## src/rtl/onchip_ram_pkg.sv

```systemverilog
// -----------------------------------------------------------------------------
// onchip_ram_pkg
// Shared constants and types for the on-chip SRAM arbiter and its helpers.
//   RAM_AW / RAM_DW / RAM_SW : word-address, data and strobe widths of the
//                              128KB macro (32K words of 32 bits).
//   RAM_WORDS                : number of 32-bit words in the macro.
//   arb_state_e              : arbiter FSM states (INIT only used when the
//                              zeroize sweep is built).
//   idx_width()              : width of an index into an n-entry vector,
//                              never narrower than one bit.
// -----------------------------------------------------------------------------
package onchip_ram_pkg;

   localparam int RAM_AW    = 15;
   localparam int RAM_DW    = 32;
   localparam int RAM_SW    = 4;
   localparam int RAM_WORDS = 32768;

   typedef enum logic {
      ARB_INIT,
      ARB_RUN
   } arb_state_e;

   function automatic int idx_width(input int n);
      return (n > 1) ? $clog2(n) : 1;
   endfunction

endpackage

```

## src/rtl/onchip_ram_rr_arb.sv

```systemverilog
// -----------------------------------------------------------------------------
// onchip_ram_rr_arb
// Combinational round-robin picker, shared by the slaves that front a single
// resource. The winner is the first asserted request at an index >= ptr_i,
// wrapping modulo NUM_REQ.
// Ports:
//   req_i   in  NUM_REQ  request vector
//   ptr_i   in  IW       highest-priority index for this cycle (< NUM_REQ)
//   grant_o out NUM_REQ  one-hot grant, all-zero when req_i is all-zero
//   idx_o   out IW       index of the winner (0 when nothing is requested)
// -----------------------------------------------------------------------------
module onchip_ram_rr_arb
   import onchip_ram_pkg::*;
#(
   parameter int NUM_REQ = 2,
   parameter int IW      = idx_width(NUM_REQ)
) (
   input  logic [NUM_REQ-1:0] req_i,
   input  logic [IW-1:0]      ptr_i,
   output logic [NUM_REQ-1:0] grant_o,
   output logic [IW-1:0]      idx_o
);

   logic          found;
   logic [IW-1:0] cand;

   // Walk the requesters starting at ptr_i; the first hit wins and later
   // candidates are masked by 'found'.
   always_comb begin
      grant_o = '0;
      idx_o   = '0;
      found   = 1'b0;
      cand    = '0;
      for (int k = 0; k < NUM_REQ; k++) begin
         cand = IW'((32'(ptr_i) + 32'(k)) % 32'(NUM_REQ));
         if (!found && req_i[cand]) begin
            found          = 1'b1;
            grant_o[cand]  = 1'b1;
            idx_o          = cand;
         end
      end
   end

endmodule

```

## src/rtl/onchip_ram_arb.sv

```systemverilog
// -----------------------------------------------------------------------------
// onchip_ram_arb
// Shares the single-port 128KB on-chip SRAM between NUM_REQ bus masters.
// One access per cycle is granted round-robin; the RAM is driven
// combinationally from the winner and a one-hot response strobe follows one
// cycle after every accept (reads and writes alike). Read data is the RAM
// output passed straight through.
//
// Build option: define ONCHIP_RAM_ARB_ZEROIZE_EN to sweep the whole RAM with
// zeros after reset (INIT state, 2**RAM_AW cycles) before traffic is accepted.
// Without it the FSM resets straight into RUN and init_done_o is tied high.
//
// Ports:
//   clk_i, rst_i        clock, asynchronous active-high reset
//   req_valid_i/ready_o per-requester handshake (ready is one-hot grant)
//   req_addr_i          byte address; only bits [RAM_AW+1:2] are used
//   req_wdata_i/wstrb_i write data and byte strobes (strobe 0 = read)
//   rsp_valid_o         one-hot response, one cycle after accept
//   rsp_rdata_o         read data shared by all requesters
//   ram_en_o/addr_o/wdata_o/wstrb_o/rdata_i   RAM macro interface
//   init_done_o         arbiter is accepting traffic
// -----------------------------------------------------------------------------
module onchip_ram_arb #(
   parameter int NUM_REQ = 2,
   parameter int RAM_AW  = 15
) (
   input  logic                                           clk_i,
   input  logic                                           rst_i,
   input  logic [NUM_REQ-1:0]                             req_valid_i,
   output logic [NUM_REQ-1:0]                             req_ready_o,
   input  logic [NUM_REQ-1:0][31:0]                       req_addr_i,
   input  logic [NUM_REQ-1:0][onchip_ram_pkg::RAM_DW-1:0] req_wdata_i,
   input  logic [NUM_REQ-1:0][onchip_ram_pkg::RAM_SW-1:0] req_wstrb_i,
   output logic [NUM_REQ-1:0]                             rsp_valid_o,
   output logic [onchip_ram_pkg::RAM_DW-1:0]              rsp_rdata_o,
   output logic                                           ram_en_o,
   output logic [RAM_AW-1:0]                              ram_addr_o,
   output logic [onchip_ram_pkg::RAM_DW-1:0]              ram_wdata_o,
   output logic [onchip_ram_pkg::RAM_SW-1:0]              ram_wstrb_o,
   input  logic [onchip_ram_pkg::RAM_DW-1:0]              ram_rdata_i,
   output logic                                           init_done_o
);

   import onchip_ram_pkg::*;

   localparam int IW = idx_width(NUM_REQ);

`ifdef ONCHIP_RAM_ARB_ZEROIZE_EN
   localparam arb_state_e RESET_STATE = ARB_INIT;
`else
   localparam arb_state_e RESET_STATE = ARB_RUN;
`endif

   arb_state_e         state_q, state_d;
   logic [IW-1:0]      ptr_q, ptr_d;
   logic [NUM_REQ-1:0] rsp_valid_q, rsp_valid_d;

   logic [NUM_REQ-1:0] grant;
   logic [IW-1:0]      winner;
   logic               any_valid;

`ifdef ONCHIP_RAM_ARB_ZEROIZE_EN
   logic [RAM_AW-1:0]  cnt_q, cnt_d;
`endif

   // Byte-offset and out-of-range address bits are deliberately dropped; the
   // upstream decoder owns range checking.
   logic [NUM_REQ-1:0] unused_addr_bits;
   for (genvar gi = 0; gi < NUM_REQ; gi++) begin : g_unused
      assign unused_addr_bits[gi] = ^{req_addr_i[gi][31:RAM_AW+2], req_addr_i[gi][1:0]};
   end

   assign any_valid = |req_valid_i;

   onchip_ram_rr_arb #(
      .NUM_REQ (NUM_REQ),
      .IW      (IW)
   ) u_rr_arb (
      .req_i   (req_valid_i),
      .ptr_i   (ptr_q),
      .grant_o (grant),
      .idx_o   (winner)
   );

   // ---------------------------------------------------------------------------
   // Next-state and outputs. While rst_i is held everything RAM- and
   // requester-facing stays quiet so nothing is accepted during reset.
   // ---------------------------------------------------------------------------
   always_comb begin
      state_d     = state_q;
      ptr_d       = ptr_q;
      rsp_valid_d = '0;
      req_ready_o = '0;
      ram_en_o    = 1'b0;
      ram_addr_o  = '0;
      ram_wdata_o = '0;
      ram_wstrb_o = '0;
`ifdef ONCHIP_RAM_ARB_ZEROIZE_EN
      cnt_d       = cnt_q;
`endif

      if (!rst_i) begin
         unique case (state_q)
            ARB_INIT: begin
`ifdef ONCHIP_RAM_ARB_ZEROIZE_EN
               // Zero one word per cycle; leave after the last word.
               ram_en_o    = 1'b1;
               ram_addr_o  = cnt_q;
               ram_wstrb_o = '1;
               cnt_d       = cnt_q + RAM_AW'(1);
               if (cnt_q == '1) begin
                  state_d = ARB_RUN;
               end
`else
               state_d = ARB_RUN;
`endif
            end

            ARB_RUN: begin
               // A valid request always wins somebody, so every valid cycle
               // is an accept and the RAM is driven from the winner.
               if (any_valid) begin
                  req_ready_o = grant;
                  ram_en_o    = 1'b1;
                  ram_addr_o  = req_addr_i[winner][RAM_AW+1:2];
                  ram_wdata_o = req_wdata_i[winner];
                  ram_wstrb_o = req_wstrb_i[winner];
                  rsp_valid_d = grant;
                  if (winner == IW'(NUM_REQ - 1)) begin
                     ptr_d = '0;
                  end else begin
                     ptr_d = winner + IW'(1);
                  end
               end
            end

            default: begin
               state_d = RESET_STATE;
            end
         endcase
      end
   end

   // Reset drops any response still in flight and rewinds the pointer.
   always_ff @(posedge clk_i or posedge rst_i) begin
      if (rst_i) begin
         state_q     <= RESET_STATE;
         ptr_q       <= '0;
         rsp_valid_q <= '0;
`ifdef ONCHIP_RAM_ARB_ZEROIZE_EN
         cnt_q       <= '0;
`endif
      end else begin
         state_q     <= state_d;
         ptr_q       <= ptr_d;
         rsp_valid_q <= rsp_valid_d;
`ifdef ONCHIP_RAM_ARB_ZEROIZE_EN
         cnt_q       <= cnt_d;
`endif
      end
   end

   assign rsp_valid_o = rsp_valid_q;
   assign rsp_rdata_o = ram_rdata_i;

`ifdef ONCHIP_RAM_ARB_ZEROIZE_EN
   assign init_done_o = (state_q == ARB_RUN);
`else
   assign init_done_o = 1'b1;
`endif

endmodule

```

## config.mk

```make
export PLATFORM = sky130hd
export DESIGN_NAME = onchip_ram_arb
export DESIGN_NICKNAME = d
export VERILOG_FILES = /design/src/rtl/onchip_ram_pkg.sv /design/src/rtl/onchip_ram_rr_arb.sv /design/src/rtl/onchip_ram_arb.sv
export SDC_FILE = /design/constraint.sdc
export NUM_CORES = 1
export LEC_CHECK = 0
export ABC_AREA = 1
export ABC_CLOCK_PERIOD_IN_PS = 1200
export CAP_MARGIN = 20
export CORE_AREA = 2 2 103 105
export CTS_BUF_LIST = sky130_fd_sc_hd__clkbuf_2 sky130_fd_sc_hd__clkbuf_4 sky130_fd_sc_hd__clkbuf_8
export CTS_CLUSTER_SIZE = 20
export DETAILED_ROUTE_END_ITERATION = 8
export DIE_AREA = 0 0 105 107
export GPL_TIMING_DRIVEN = 0
export PLACE_DENSITY = 0.74
export SLEW_MARGIN = 15
export SYNTH_ARGS = -nofsm -noshare
export SYNTH_HDL_FRONTEND = slang
export SYNTH_HIERARCHICAL = 1
export SYNTH_SLANG_ARGS = --single-unit
```

## constraint.sdc

```tcl
create_clock -name clk_i -period 1.2 [get_ports clk_i]
set_input_delay 0.18 -clock clk_i [delete_from_list [all_inputs] [get_ports clk_i]]
set_output_delay 0.18 -clock clk_i [all_outputs]
set_load 0.01 [all_outputs]
```

==> PnR_summary.wiki, run 1 <==
{| class="wikitable"
! Metric !! Value
|-
| Worst Setup Slack post-DPL || -1130 ps
|-
| Post-synthesis instance area || ~1600 sq um
|-
| Sink Count || 3
|-
| Insertion delay of the later-clocked pin in the worst-skew pair || ~210 ps
|-
| Nature of the critical path endpoint || output pin
|-
| Worst EP arrival || 1540 ps
|-
| Final number of setup-violating endpoints || 52
|-
| Startpoint kind of the worst setup timing path || flop
|-
| RSZ-0062 raised after global routing || true
|-
| Worst clock skew on the final layout || 0.0357 ps
|-
| Switching power as a share of total power || a little over a third
|-
| Met2 routing resource usage after global routing || 25.4%
|-
| IO buf count || slightly below 200
|-
| Violations in the final reports || negative setup slack
|-
| Layout cell share with drive strength beyond 1 || approximately 36%
|-
| Die span in y || 107 um
|-
| Data required time at the worst endpoint || around 1000 ps
|-
| Peak ir drop on the vdd network || roughly 830 uV
|-
| Share of the clock period used by the worst path || 143%
|-
| # nets final || 710
|-
| Most common library cells after synthesis || 188 x sky130_fd_sc_hd__nand2_1, 57 x sky130_fd_sc_hd__inv_1, 37 x sky130_fd_sc_hd__buf_4, 19 x sky130_fd_sc_hd__nand2_2, 10 x sky130_fd_sc_hd__buf_6
|-
| Final slew viol count || 0
|-
| Synthesized Nets || 500
|-
| Clock tree buffer depth || 2
|-
| Crit-path max FO || 5
|-
| Area added between synthesis and finish || 141%
|-
| Clock network fraction of total power || 15.5%
|-
| Most used routing layer || met2
|-
| Antenna Diode Count || 0
|-
| Part of the power in registers || under 10%
|-
| Total of hold buffers inserted after clock tree synthesis || 0
|-
| First-pass GRT wire length || 11400 um
|-
| Library cell with the largest summed area after synthesis || sky130_fd_sc_hd__nand2_1
|-
| Area share of the largest cell type after synthesis || between 40% and 50%
|-
| Core Footprint || 10100 sq um
|-
| Root Buffer || sky130_fd_sc_hd__clkbuf_8
|-
| Switching power summed over all nets || between 700 and 800 uW
|-
| Leftover overflow at the end of global routing || 0
|-
| Path type of the worst min-delay path || in2async
|-
| Number of clock buffers inserted by TritonCTS || 3
|-
| Clock tree from TritonCTS || yes
|-
| Most common cell in the netlist || sky130_fd_sc_hd__nand2_1
|-
| Cell Rows || 37
|-
| Reported max-cap violation count || 0
|-
| Post-detailed-routing wire length || roughly 7500 um
|-
| Setup Crit Path Kind || reg2out
|-
| Antenna violations before repair || 0
|-
| Number of distinct library cells after synthesis || 17
|-
| Leakage power of the design || around 2.3 nW
|-
| Starting utilization of the core area || 16.1%
|-
| Hold slack || 3.16 ps
|-
| Dominant cells by area after synthesis || sky130_fd_sc_hd__nand2_1 43%, sky130_fd_sc_hd__buf_4 17%, sky130_fd_sc_hd__inv_1 13%
|-
| Die outline width || 105 um
|-
| DRT antenna net count || 0
|-
| Most frequently used flop master after synthesis || sky130_fd_sc_hd__dfrtp_1
|-
| Wire per inst || approximately 11 um
|-
| Part of the power in combinational logic || about 80%
|-
| Ports || ~260
|-
| Total GRT Usage || 12.1%
|-
| Pre-Repair DR Iteration Count || 4
|-
| Detailed Place HPWL || just over 6000 um
|-
| Number of standard cells after synthesis || about 330
|-
| Final critical delay including setup and external delays || 1720 ps
|-
| Via count of the first global-routing pass || 2506
|-
| Clock slew seen by the registers of the worst setup and hold paths || around 30 ps
|-
| Sequential-to-total area share from yosys stat || ~4.6%
|-
| Number of levels in the clock H-tree || 1
|-
| Least setup slack across all paths after layout || -521 ps
|-
| Number of synthesized flops with an enable pin || 0
|-
| Largest net degree at the start of global routing || 11
|-
| Status || complete, but fails checks
|-
| Final estimated routing congestion in global placement || ~0.76
|-
| Total number of yosys warnings || 6
|-
| Final Hold Fails || 0
|-
| Total number of vias || approximately 2.5k
|-
| Number of design rule violations left after detail routing || 0
|-
| Maximum frequency from static timing analysis || 0.581 GHz
|-
| Avg Synthesized Cell Area || 4.96 sq um
|-
| Synth Register Bits || 3
|-
| Final core occ || between 30% and 40%
|-
| Met3 usage || around 2.2%
|-
| Die Area || 11200 sq um
|-
| Internal power || 1.28 mW
|-
| Fraction of registers with async set or reset after synthesis || between 90% and 100%
|-
| Global Route met1 Usage || between 10 and 15%
|-
| Pwr/cell area || slightly above 500 nW/um^2
|-
| Iteration-0 DRC Markers || between 100 and 150
|-
| Power Total || about 2.0 mW
|-
| Detailed-route vias per instance || about 3.8
|}
==> area by class of cell <==
class / count / area, sq um
Multi-Input combinational cell: 217 / 1010
Clock buffer: 4 / 48.8
Buffer: 48 / 453
Fill cell: 1100 / 6160
Sequential cell: 3 / 75.1
Inverter: 59 / 229
Tap cell: 136 / 170
Timing Repair Buffer: 206 / 1940
==> layer usage <==
layer	up-vias	share of wire, %
met3	8	7.5
met1	1116	37
met5	-	0
li1	1299	-
met2	126	54
met4	0	1.0
==> stage by stage <==
step,setup TNS [ps],cells,area (sq um)
2_1_floorplan,-1640,328,1640
3_3_place_gp,-56580,657,3740
3_5_place_dp,-57830,657,3740
4_1_cts,-24340,673,3790
5_1_grt,-28010,673,3930
6_report,-22360,673,3930
==> what timing repair did <==
item / in CTS / in global routing
setup endpoints to repair: 57 / 55
endpoints found under the hold margin: 0 / 0
gates cloned: 3 / 0
pin swaps: 36 / 22
setup buffers: 10 / 0
gates resized for setup: 271 / 41
==> final timing paths <==
kind / cells after the start / slack (ps) / endpoint / from
worst max-delay path: 11 / -520 / ram_wdata_o[21] / ptr_q
worst min-delay path: 3 / 3 / rsp_valid_o[1] / rst_i
worst max register to register: 7 / 60 / ptr_q / ptr_q
worst min register to register: 3 / 600 / ptr_q / ptr_q
max in group asynchronous: 3 / 1100 / rsp_valid_o[0] / rst_i
min in group clk_i: 4 / 370 / rsp_valid_o[0] / req_valid_i[1]
==> kinds of logic after synthesis <==
kind of cell           Yosys count  synth area share, %
and+or+nand+nor                212                 53.0
AOI/OAI and AO/OA                4                 1.61
buffers and inverters          108                 40.5
DFF                              3                 4.61
other                            1                0.230
==> layout by cell type (no fill, tap or decap), drive strengths merged <==
master	count
a21boi	1
nor2	4
a21oi	2
buf	114
nand2	207
inv	59
nand3	1
clkdlybuf4s50	134
o21ai	1
conb	1
clkbuf	5
clkdlybuf4s15	3
dlygate4sd2	2
dfrtp	3
==> power by group through the flow <==
stage	Sequential, mW	Clock, mW	Combinational, mW
2_1_floorplan	0.119	0	0.659
3_3_place_gp	0.117	0	1.46
3_5_place_dp	0.119	0	1.48
4_1_cts	0.115	0.316	1.52
5_1_grt	0.115	0.331	1.71
6_report	0.115	0.310	1.58
==> critical path, stage by stage (launching register included) <==
cell and delay, ps:
sky130_fd_sc_hd__dfrtp_1 350, sky130_fd_sc_hd__inv_2 50, sky130_fd_sc_hd__a21oi_2 120, sky130_fd_sc_hd__buf_6 160, sky130_fd_sc_hd__buf_12 110, sky130_fd_sc_hd__buf_8 100, sky130_fd_sc_hd__buf_6 120, sky130_fd_sc_hd__nand2_1 50
sky130_fd_sc_hd__nand2_1 50, sky130_fd_sc_hd__nand2_1 50, sky130_fd_sc_hd__inv_1 50, sky130_fd_sc_hd__buf_2 120
==> registers in the layout, summed over array words and instances, names as in the netlist <==
register / cells
rsp_valid_o: 2
ptr_q: 1
(Power assumes the default switching activity.)
==> run 2: changes to the inputs <==
--- a/config.mk
+++ b/config.mk
@@ -14,6 +14,7 @@
 export DETAILED_ROUTE_END_ITERATION = 8
 export DIE_AREA = 0 0 105 107
 export GPL_TIMING_DRIVEN = 0
+export HOLD_SLACK_MARGIN = 0.15
 export PLACE_DENSITY = 0.74
 export SLEW_MARGIN = 15
 export SYNTH_ARGS = -nofsm -noshare
==> run 2 against run 1 <==
  * The flow still finishes with violations (negative setup slack)
  * Register-to-register slack about the same
  * Combinational power about the same
  * Die area did not move
  * First-iteration DRC count fell by 0.93%
  * Global-route usage did not move
  * Flip-flop and latch count did not move
==> PnR_summary.wiki, run 2 (synthesis gave the netlist of run 1 again) <==
{| class="wikitable"
! Metric !! Value
|-
| Commonest non-fill, non-tap cells in the layout || 153 x sky130_fd_sc_hd__nand2_1, 134 x sky130_fd_sc_hd__clkdlybuf4s50_1, 51 x sky130_fd_sc_hd__nand2_2
|-
| Maximum frequency from static timing analysis || between 0.5 and 0.6 GHz
|-
| Die Area || between 10000 and 15000 sq um
|-
| Iteration-0 DRC Markers || about 110
|-
| Total number of vias || roughly 2.5k
|-
| Number of design rule violations left after detail routing || 0
|-
| Reported max-cap violation count || 0
|-
| Pwr/cell area || just over 500 nW/um^2
|-
| Share of the clock period used by the worst path || 143%
|-
| Antenna Diode Count || 0
|-
| Status || complete, but fails checks
|-
| Final Hold Fails || 0
|-
| IO buf count || just under 200
|-
| Worst clock skew on the final layout || around 0.14 ps
|-
| CP max stage cell || sky130_fd_sc_hd__dfrtp_1
|-
| Post-route standard cell area excluding fillers || ~3900 sq um
|-
| Cell Rows || 37
|-
| Largest net degree at the start of global routing || 11
|-
| Die span in y || 107 um
|-
| Total GRT Usage || ~12%
|-
| Hold slack || 361 ps
|-
| Starting utilization of the core area || between 15 and 20%
|-
| Final estimated routing congestion in global placement || 0.755
|-
| Most common cell on crit path || sky130_fd_sc_hd__nand2_1
|-
| Insertion delay of the later-clocked pin in the worst-skew pair || 210 ps
|-
| Crit-path max FO || 5
|-
| DRT antenna net count || 0
|-
| Setup Crit Path Kind || reg2out
|-
| Layout cell share with drive strength beyond 1 || 35.5%
|-
| Nature of the critical path endpoint || output pin
|-
| Path type of the worst min-delay path || in2reg
|-
| Number of levels in the clock H-tree || 1
|-
| Worst EP arrival || roughly 1500 ps
|-
| Clock tree buffer depth || 2
|-
| Post-detailed-routing wire length || 7510 um
|-
| Leftover overflow at the end of global routing || 0
|-
| Area after DPL || roughly 3700 sq um
|-
| Power Total || between 2 and 2.5 mW
|-
| Via count of the first global-routing pass || ~2.5k
|-
| Antenna violations before repair || 0
|-
| Non-filler instance count after layout || ~670
|-
| Detailed-route vias per instance || 3.77
|-
| Placed Cells || 657
|-
| Clock tree from TritonCTS || yes
|-
| Area added between synthesis and finish || 142%
|-
| Sink Count || 3
|-
| Root Buffer || sky130_fd_sc_hd__clkbuf_8
|-
| Final critical delay including setup and external delays || 1720 ps
|-
| Worst Setup Slack post-DPL || -1130 ps
|-
| Most common library cell in the layout ignoring fill and taps || sky130_fd_sc_hd__nand2_1
|-
| Pre-Repair DR Iteration Count || 4
|-
| # nets final || 711
|-
| Startpoint kind of the worst setup timing path || flop
|-
| Detailed Place HPWL || roughly 6100 um
|-
| Clock slew seen by the registers of the worst setup and hold paths || approximately 30 ps
|-
| Wire per inst || between 10 and 15 um
|-
| Reg2reg setup slack || about 60 ps
|-
| Least setup slack across all paths after layout || -522 ps
|-
| Largest register FFs || 2
|-
| Delay of the slowest cell on the worst path || 350 ps
|-
| Number of clock buffers inserted by TritonCTS || 3
|-
| Final number of setup-violating endpoints || 52
|-
| Total negative setup slack || -22360 ps
|-
| Violations in the final reports || negative setup slack
|-
| Leakage power of the design || between 2 and 2.5 nW
|-
| Die outline width || around 110 um
|-
| Data required time at the worst endpoint || slightly above 1000 ps
|-
| CP Cell Sequence || inv_2 -> a21oi_2 -> buf_6 -> buf_12 -> buf_8 -> buf_6 -> nand2_1 -> nand2_1 -> nand2_1 -> inv_1 -> buf_2
|-
| Peak ir drop on the vdd network || between 800 and 900 uV
|-
| Ports || ~260
|-
| Final core occ || slightly below 40%
|-
| RSZ-0062 raised after global routing || true
|-
| Core Footprint || around 10000 sq um
|-
| First-pass GRT wire length || around 11000 um
|-
| Final slew viol count || 0
|}
## run 2: changes by cell type in the layout (fill, tap and decap cells not counted)
cell / delta
sky130_fd_sc_hd__dlygate4sd3_1: +1
## run 2: path summary, 6_finish.rpt
path,to,startpoint,depth (start not counted)
hold / removal,rsp_valid_o[0],req_valid_i[1],4
min in group asynchronous,ptr_q,rst_i,4
setup / recovery,ram_wdata_o[21],ptr_q,11
max in group asynchronous,rsp_valid_o[1],rst_i,4
hold reg to reg,ptr_q,ptr_q,3
setup reg to reg,ptr_q,ptr_q,7
## run 2: final cells by class
cell class / count / area [sq um]
Timing Repair Buffer: 207 / 1950
Tap cell: 136 / 170
Inverter: 59 / 229
Buffer: 48 / 453
Fill cell: 1099 / 6150
Sequential cell: 3 / 75.1
Clock buffer: 4 / 48.8
Multi-Input combinational cell: 217 / 1010
## run 2: worst max-delay path: cells and delay by family (launching register included)
family          cells  cell delay, ps
compound gates      1             120
buf+inv             7             710
simple gates        3             150
flops               1             350
## run 2: layer usage
metal | part of all wire (%) | wire length (um) | track usage (%) | vias up
li1 | - | - | - | 1301
met1 | 37 | 2800 | 12.5 | 1111
met2 | 54 | 4090 | 25.4 | 122
met3 | 7.2 | 537 | 2.19 | 8
met4 | 1.0 | 76 | 1.71 | 0
met5 | 0 | 0 | 0 | -
## run 2: where the power goes
group	internal, mW	total, mW	switching (mW)
clock network	0.249	0.310	0.0611
registers	0.110	0.115	0.00429
logic	0.927	1.58	0.653
total	1.29	2.00	0.718
## run 2: timing repair
action                                 in CTS  in global routing
gates resized for setup                   271                 41
setup buffers                              10                  0
hold buffers                                0                  1
pin swaps                                  36                 22
setup endpoints to repair                  57                 55
gates cloned                                3                  0
endpoints found under the hold margin       0                  3
==> run 3: changes to the inputs <==
--- a/config.mk
+++ b/config.mk
@@ -8,14 +8,17 @@
 export ABC_AREA = 1
 export ABC_CLOCK_PERIOD_IN_PS = 1200
 export CAP_MARGIN = 20
-export CORE_AREA = 2 2 103 105
+export CELL_PAD_IN_SITES_DETAIL_PLACEMENT = 0
+export CELL_PAD_IN_SITES_GLOBAL_PLACEMENT = 1
+export CORE_ASPECT_RATIO = 0.8
+export CORE_MARGIN = 2
+export CORE_UTILIZATION = 11
 export CTS_BUF_LIST = sky130_fd_sc_hd__clkbuf_2 sky130_fd_sc_hd__clkbuf_4 sky130_fd_sc_hd__clkbuf_8
 export CTS_CLUSTER_SIZE = 20
 export DETAILED_ROUTE_END_ITERATION = 8
-export DIE_AREA = 0 0 105 107
 export GPL_TIMING_DRIVEN = 0
 export HOLD_SLACK_MARGIN = 0.15
-export PLACE_DENSITY = 0.74
+export PLACE_DENSITY = 0.9
 export SLEW_MARGIN = 15
 export SYNTH_ARGS = -nofsm -noshare
 export SYNTH_HDL_FRONTEND = slang
==> run 3 against run 2 <==
  * The run ends with design-rule violations, negative setup slack left
  * Clock power is essentially flat
  * Total power shrank 1.3%
  * Highest routed layer unchanged
  * Global-route usage shrank 3.6 points
  * Final cell count grew 7.3%
  * Worst hold slack lost 8.7 ps
  * Largest cell class unchanged
  * Fmax shrank 0.46%
  * Sequential power is essentially flat
  * Clock skew grew 1.4 ps
==> PnR_summary.wiki, run 3 (synthesis gave the netlist of run 1 again) <==
{| class="wikitable"
! Metric !! Value
|-
| Status || complete, but fails checks
|-
| Violations in the final reports || design-rule violations, negative setup slack
|-
| Maximum frequency from static timing analysis || 0.578 GHz
|-
| # nets final || between 700 and 800
|-
| Crit-path max FO || 6
|-
| Layout cell share with drive strength beyond 1 || around a third
|-
| Pre-Repair DR Iteration Count || 8
|-
| Largest net degree at the start of global routing || 11
|-
| Data required time at the worst endpoint || 1020 ps
|-
| Worst EP arrival || about 1600 ps
|-
| Cell Rows || 39
|-
| Share of the clock period used by the worst path || 144%
|-
| Total GRT Usage || roughly 8.5%
|-
| Setup Crit Path Kind || reg2out
|-
| Detailed Place HPWL || 5910 um
|-
| Total number of vias || 2436
|-
| Nature of the critical path endpoint || output pin
|-
| IO buf count || 193
|-
| Final number of setup-violating endpoints || 54
|-
| Die span in y || roughly 110 um
|-
| Sink Count || 3
|-
| Via count of the first global-routing pass || approximately 2.3k
|-
| Final critical delay including setup and external delays || ~1700 ps
|-
| Area added between synthesis and finish || 142%
|-
| Final estimated routing congestion in global placement || 0.727
|-
| Worst Setup SP || ptr_q
|-
| Leakage power of the design || 2.32 nW
|-
| Detailed-route vias per instance || 3.37
|-
| Clock slew seen by the registers of the worst setup and hold paths || 30 ps
|-
| Core Footprint || roughly 14000 sq um
|-
| Clock tree buffer depth || 2
|-
| Antenna violations before repair || 0
|-
| Depth of the most critical reg-to-reg path || 7
|-
| Least setup slack across all paths after layout || -530 ps
|-
| Iteration-0 DRC Markers || 83
|-
| DRT antenna net count || 0
|-
| Final slew viol count || 0
|-
| Final Hold Fails || 0
|-
| Ports || about 260
|-
| Number of instances on the worst hold path || 4
|-
| Reported max-cap violation count || 0
|-
| Endpoint of the worst hold-timing path || rsp_valid_o[1]
|-
| Power Total || 1.98 mW
|-
| Source of the worst register-to-register timing path || ptr_q
|-
| Number of clock buffers inserted by TritonCTS || 3
|-
| Die outline width || approximately 140 um
|-
| Pwr/cell area || 501 nW/um^2
|-
| Number of levels in the clock H-tree || 1
|-
| Root Buffer || sky130_fd_sc_hd__clkbuf_8
|-
| Filler cells || 1611
|-
| Die Area || about 16000 sq um
|-
| Number of design rule violations left after detail routing || 13
|-
| Commonest non-fill, non-tap cells in the layout || 165 x sky130_fd_sc_hd__nand2_1, 134 x sky130_fd_sc_hd__clkdlybuf4s50_1, 52 x sky130_fd_sc_hd__inv_1
|-
| Insertion delay of the later-clocked pin in the worst-skew pair || around 210 ps
|-
| Worst Setup Slack post-DPL || -1170 ps
|-
| Leftover overflow at the end of global routing || 0
|-
| Peak ir drop on the vdd network || a little under 600 uV
|-
| Wire per inst || 10.3 um
|-
| Startpoint kind of the worst setup timing path || flop
|-
| Most common library cell in the layout ignoring fill and taps || sky130_fd_sc_hd__nand2_1
|-
| Post-detailed-routing wire length || about 7400 um
|-
| Hold Crit Start || req_valid_i[0]
|-
| Largest register FFs || 2
|-
| Worst clock skew on the final layout || approximately 1.5 ps
|-
| RSZ-0062 raised after global routing || true
|-
| Worst flop-to-flop path endpoint || ptr_q
|-
| Clock tree from TritonCTS || yes
|-
| Reg2reg setup slack || -70 ps
|-
| Antenna Diode Count || 0
|-
| Path type of the worst min-delay path || in2reg
|-
| Starting utilization of the core area || a little under an eighth
|-
| First-pass GRT wire length || 11200 um
|}
run 3: area by class of cell:
type	instances	area (sq um)	area share, %
Timing Repair Buffer	208	1950	49.5
Multi-Input combinational cell	217	965	24.4
Buffer	48	444	11.3
Tap cell	184	230	5.83
Inverter	59	229	5.80
Sequential cell	3	75.1	1.90
Clock buffer	4	48.8	1.24
run 3: how the worst max path moves through the flow:
stage	slack, ps	endpoint
after floorplan	-40	ram_addr_o[10]
after global placement	-1160	ram_wdata_o[13]
after detailed placement	-1170	ram_wdata_o[13]
after CTS	-580	ram_wdata_o[19]
after global routing	-630	ram_wdata_o[24]
final	-530	ram_wdata_o[22]
run 3: worst max-delay path: stages (launching register included):
cell and delay [ps]:
sky130_fd_sc_hd__dfrtp_1 380, sky130_fd_sc_hd__inv_2 70, sky130_fd_sc_hd__a21oi_2 50, sky130_fd_sc_hd__buf_6 140, sky130_fd_sc_hd__buf_4 130, sky130_fd_sc_hd__buf_6 120
sky130_fd_sc_hd__buf_12 120, sky130_fd_sc_hd__nand2_1 50, sky130_fd_sc_hd__nand2_1 50, sky130_fd_sc_hd__nand2_1 60, sky130_fd_sc_hd__inv_1 30, sky130_fd_sc_hd__buf_2 130
run 3: report_power, final:
group          internal (mW)  total [mW]  switching, mW  leakage, nW
registers              0.110       0.115        0.00465       0.0386
clock network          0.249       0.309         0.0606       0.0262
logic                  0.921        1.55          0.631         2.26
run 3: through the flow:
step | hold WS (ps) | setup TNS [ps] | util (%) | cells | cell area, sq um
6_report | 353 | -23750 | 27.4 | 723 | 3950
5_1_grt | 400 | -29310 | 27.4 | 723 | 3950
4_1_cts | 350 | -25700 | 26.8 | 722 | 3860
3_5_place_dp | 525 | -59230 | 26.4 | 705 | 3800
3_3_place_gp | 529 | -58660 | 26.4 | 705 | 3800
2_1_floorplan | -74.9 | -1640 | - | 328 | 1640
run 3: per-layer routing:
| layer | wire [um] | up-vias | track usage, % | share of wire (%) |
|---|---|---|---|---|
| met4 | 27 | 0 | 0.673 | 0.36 |
| met1 | 3150 | 1027 | 11.1 | 42 |
| met5 | 0 | - | 0 | 0 |
| met2 | 3700 | 99 | 15.1 | 50 |
| met3 | 569 | 2 | 1.52 | 7.6 |
| li1 | - | 1308 | - | - |
run 3: timing repair:
action / CTS / global route
hold endpoints to repair: 3 / 0
endpoints found under the setup margin: 57 / 54
gates resized for setup: 264 / 24
gates cloned: 3 / 1
buffers inserted: 10 / 0
pin swaps: 18 / 14
hold buffers: 1 / 0
